**config.mk**
```make
export PLATFORM = sky130hd
export DESIGN_NAME = sequence_moore
export DESIGN_NICKNAME = d
export VERILOG_FILES = /design/src/rtl/sequence_moore_pkg.sv /design/src/rtl/sequence_moore.sv
export SDC_FILE = /design/constraint.sdc
export NUM_CORES = 1
export LEC_CHECK = 0
export CAP_MARGIN = 20
export CORE_AREA = 3 3 40 42
export DETAILED_ROUTE_END_ITERATION = 6
export DIE_AREA = 0 0 43 45
export HOLD_SLACK_MARGIN = 0.02
export PLACE_DENSITY_LB_ADDON = 0.05
export SETUP_SLACK_MARGIN = 0.1
export SYNTH_ARGS = -nofsm -noshare
export SYNTH_HDL_FRONTEND = slang
export SYNTH_SLANG_ARGS = --single-unit
```
**constraint.sdc**
```tcl
create_clock -name clk -period 1.1 [get_ports clk]
set_input_delay 0.22 -clock clk [delete_from_list [all_inputs] [get_ports clk]]
set_output_delay 0.22 -clock clk [all_outputs]
set_load 0.01 [all_outputs]
```
**src/rtl/sequence_moore_pkg.sv**
```systemverilog
// Shared types and constants for the 1011 Moore sequence detector.
package sequence_moore_pkg;

  typedef enum logic [2:0] {
    S0 = 3'd0,  // idle, no prefix
    S1 = 3'd1,  // seen "1"
    S2 = 3'd2,  // seen "10"
    S3 = 3'd3,  // seen "101"
    S4 = 3'd4   // seen "1011", match
  } state_t;

  localparam logic [3:0] PATTERN = 4'b1011;

endpackage

```
**src/rtl/sequence_moore.sv**
```systemverilog
// Moore detector for the serial pattern 1011 with overlap; out is decoded from the state register only.
module sequence_moore
  import sequence_moore_pkg::*;
(
  input  logic clk,
  input  logic reset,
  input  logic in,
  output logic out
);

  state_t state;
  state_t state_next;

  always_ff @(posedge clk or posedge reset) begin
    if (reset) state <= S0;
    else       state <= state_next;
  end

  always_comb begin
    state_next = S0;
    out        = 1'b0;
    case (state)
      S0: state_next = in ? S1 : S0;
      S1: state_next = in ? S1 : S2;
      S2: state_next = in ? S3 : S0;
      S3: state_next = in ? S4 : S2;
      // Trailing "1" or "10" of the match seeds the next detection.
      S4: begin
        out        = 1'b1;
        state_next = in ? S1 : S2;
      end
      default: state_next = S0;
    endcase
  end

endmodule

```
# [Word-level counts from Yosys, hierarchy flattened]
# Cells that the tools add are included.
[classes] n_eq_ne=4 muxes=6 reduce_logical=2
[ops] cell="$pmux 3 s4" n=1
[ops] cell="$eq 3x2->1 const B" n=2
[ops] cell="$mux 2" n=2
[ops] cell="$eq 3x1->1 const B" n=1
[ops] cell="$eq 3x3->1 const B" n=1
[ops] cell="$logic_not 3->1" n=1
[ops] cell="$mux 3" n=1
[ops] cell="$mux 1" n=2
[ops] cell="$reduce_or 2->1" n=1
[totals] regBits=3 inputBits=3 output_inout_bits=1 wordCells=13

# [Depth between registers and ports, before layout]
[depth] ltp_word=3 ltp_mapped=2 depth_no_buf=2

# [Least setup slack after synthesis]
# No wires, ideal clock.
[synth_timing] path_kind="reg2reg" start="reg state[0]" end="reg state[1]" setup_ns=0.131 arrival_time_ns=0.890 required_ns=0.969 slack_ns=0.079 stages_incl_launch_ff=3 path_buffers=0 synth_period_minus_slack_ns=1.021 cell_sequence="dfrtp_1 nor3b_1 or3_1"
[synth_between] elab_chain_cells=3 elab_cells_between_ends=7 classes_between="eq/ne (4); mux (1); reduce/logical (2)"
[synth_rtl] element="from (decl)" line="sequence_moore.sv:11" text="state_t state;"
[synth_rtl] element="from (signal assigned)" line="sequence_moore.sv:16" text="else state <= state_next;"
[synth_rtl] element="$eq 3x3->1 or $eq 3x1->1 (tied branches)" line="sequence_moore.sv:22" text="case (state)"
[synth_rtl] element="$reduce_or 2->1 (no line)"
[synth_rtl] element="$pmux 3 s4 (*)" line="sequence_moore.sv:22"
[synth_rtl] element="via state_next[1]" line="sequence_moore.sv:12" text="state_t state_next;"
# The timed path passes the listed nets; every way through them passes the cells marked *.

# [Worst setup path after layout]
[layout_timing] start="reg state[1]" end="out out"
[layout_between] elab_chain_cells=2
[layout_rtl] element="$eq 3x3->1" line="sequence_moore.sv:22"
[layout_rtl] element="$mux 1" line="sequence_moore.sv:22"
[layout_rtl] element="to (decl)" line="sequence_moore.sv:8" text="output logic out"
# Every way passes these cells.

==> qor.tcl <==
set qor(synth_cell_type_count) 10
set qor(chipWidth_um) 43
set qor(post-synth-top-area-cell) {dfrtp_1}
set qor(irDropWorstVdd_mv) 0.286
set qor(worst_setup_path_end_kind) {output port}
set qor(cts.sink_count) 3
set qor(fin_crit_ns) 1.14
set qor(critPathArrivalTime_ns) 0.92
set qor(worstHoldPathType) {in -> async}
set qor(number_of_placed_instances_with_taps_included) 35
set qor(grt_start_max_net_pins) 7
set qor(setup-tns-final_ns) -0.0614
set qor(finalSetupViolCount) 2
set qor(critPathLaunchType) {flip-flop}
set qor(cts.root.buffer_cell) {clkbuf_4}
set qor(timing_hold_violations_final) 0
set qor(synthesis.nets) 16
set qor(vias) 143
set qor(worst_setup_slack_post_dpl_ns) -0.253
set qor(critical_path.max_fanout) 2
set qor(largest_registers) {state (3)}
set qor(synthesis.area_um2) 146
set qor(yosys_warnings) 0
set qor(ys_seq_area_frac) 0.513
set qor(detail_route.wirelength_um) 354
set qor(global_route.usage.total) 0.0484
set qor(place.port_buffers) 3
set qor(yosysTopAreaCellShare) 0.513
set qor(powerDensity_nw_per_um2) 1460
set qor(cts_max_path_buffers) 2
set qor(vias_in_the_first_global_route) 162
set qor(start_util) 0.114
set qor(worst-endpoint-required_ns) 0.88
set qor(placement_rows) 13
set qor(drive_gt1_frac) 0.417
set qor(failed_checks) {negative setup slack}
set qor(dieHeight_um) 45
set qor(yosysMostFrequentCell) {dfrtp_1}
set qor(setup.worst_path.class) {reg -> out}
set qor(relSlewSlack) 0.857
set qor(status) {complete, but fails checks}
set qor(post_synth_inst_count) 13
set qor(area_delta_synth_final_pct) 76.9
set qor(detail_route.drc_violations) 0
set qor(final-instance-count-excl-fill) 39
set qor(async_flop_share) 1.00
set qor(drtIter0Drc) 1
set qor(ys_seq_elements) 3
set qor(maxCapViolations) 0
set qor(final.period_utilization) 1.04
set qor(final_nets) 28
set qor(postRouteAntennaNets) 0
set qor(cts-buffers-inserted) 3
set qor(slew_violations) 0
set qor(worst_slack_ns) -0.0442
set qor(globalRouteOverflowTotal) 0
set qor(diodes) 0
set qor(critical-path-slowest-cell) {dfrtp_1}
set qor(syn_area_per_cell_um2) 11.3
set qor(cts_htree_levels) 1
set qor(path_cells) {nor3b_2 -> buf_2}
set qor(insertion_delay_ns) 0.23
set qor(fp.dieArea_um2) 1940
set qor(wire_per_inst_um) 9.08
set qor(synthFlopType) {dfrtp_1}
set qor(cts_hold_buffers) 0
set qor(tightest_pin_transition_ns) 0.211
set qor(fin_hold_ws_ns) 0.164
set qor(detailedRoute.firstPassIterationCount) 2
set qor(number_of_enable_type_register_cells_in_the_synthesized_netlist) 0
set qor(gp_congestion) 0.647
set qor(largest_register_ffs) 3
set qor(cts_clock_pin_slew_for_the_worst_setup_and_hold_paths_ns) 0.04
set qor(synth_commonest_cells) {dfrtp_1, nor3b_1}
set qor(finish.instance_area_um2) 259
set qor(p_leak_nw) 0.118
set qor(maxClockFrequency_mhz) 874
set qor(rsz0062_at_grt) {true}
set qor(via_per_inst) 3.67
set qor(synth_area_leaders) {dfrtp_1, nor3b_1, and4b_2}
set qor(slowest_delay_ns) 0.38
set qor(post_cts.repair.setup_buffers) 0
set qor(design.core.area_um2) 1280
set qor(largest_register) {state}
set qor(antenna_found_initial) 0
set qor(postPlaceCellArea_um2) 225
set qor(top_level_ports) 4
set qor(fin_skew_ns) 0.000846
set qor(tritoncts) {yes}
set qor(grt_first_pass_wirelength_um) 607
-- repair_timing --
action                     in CTS  in global routing
hold endpoints to repair        0                  0
setup endpoints to repair       2                  2
cloned                          0                  0
pin swaps                       1                  2
resized for setup               5                  2
-- cells by family after synthesis --
family,count (synthesis),synth area share
compound gates,2,0.0855
buf+inv,1,0.0256
flops,3,0.513
simple gates,7,0.376
-- final cells by class --
type                            instances  area, µm²
Fill cell                             148       1030
Inverter                                1       3.75
Clock buffer                            4       26.3
Tap cell                               15       18.8
Timing Repair Buffer                    7       62.6
Multi-Input combinational cell          9       72.6
Sequential cell                         3       75.1
-- placed cells by master (no fill, tap or decap), types with 2 or more instances in the layout --
cell type        n
dfrtp_1          3
clkbuf_4         3
buf_4            2
buf_6            2
clkdlybuf4s50_1  2
-- stage by stage --
stage / total power [mW] / utilization
after global placement: 0.185 / 0.175
final: 0.378 / 0.202
after CTS: 0.388 / 0.196
after global routing: 0.406 / 0.202
after floorplan: 0.151 / -
after detailed placement: 0.185 / 0.175
-- critical path: cells and delay by family, from the launching register on --
kind	cells	cell delay, ns
AND/OR/NAND/NOR	1	0.17
buffers and inverters	1	0.15
flip-flops	1	0.38
-- final timing paths --
kind	startpoint	endpoint	slack (ns)	depth (start not counted)
max	state[1]$_DFF_PP0_	out	-0.04	2
min	reset	state[2]$_DFF_PP0_	0.16	2
max reg2reg	state[2]$_DFF_PP0_	state[1]$_DFF_PP0_	-0.02	3
min reg2reg	state[2]$_DFF_PP0_	state[0]$_DFF_PP0_	0.70	3
max in group asynchronous	reset	state[0]$_DFF_PP0_	0.81	2
min in group clk	state[2]$_DFF_PP0_	state[0]$_DFF_PP0_	0.70	3
-- report_power, final --
group | internal [mW] | total [mW] | switching, mW
sequential | 0.120 | 0.127 | 0.00696
clock | 0.136 | 0.191 | 0.0548
combinational | 0.0370 | 0.0598 | 0.0228
total | 0.293 | 0.378 | 0.0846
-- layer usage --
metal	track usage	share of wire	vias up
li1	-	-	72
met1	0.0461	0.38	65
met2	0.0599	0.48	4
met3	0.0279	0.12	2
met4	0.0723	0.014	0
met5	0	0	-
(Power assumes the default switching activity.)
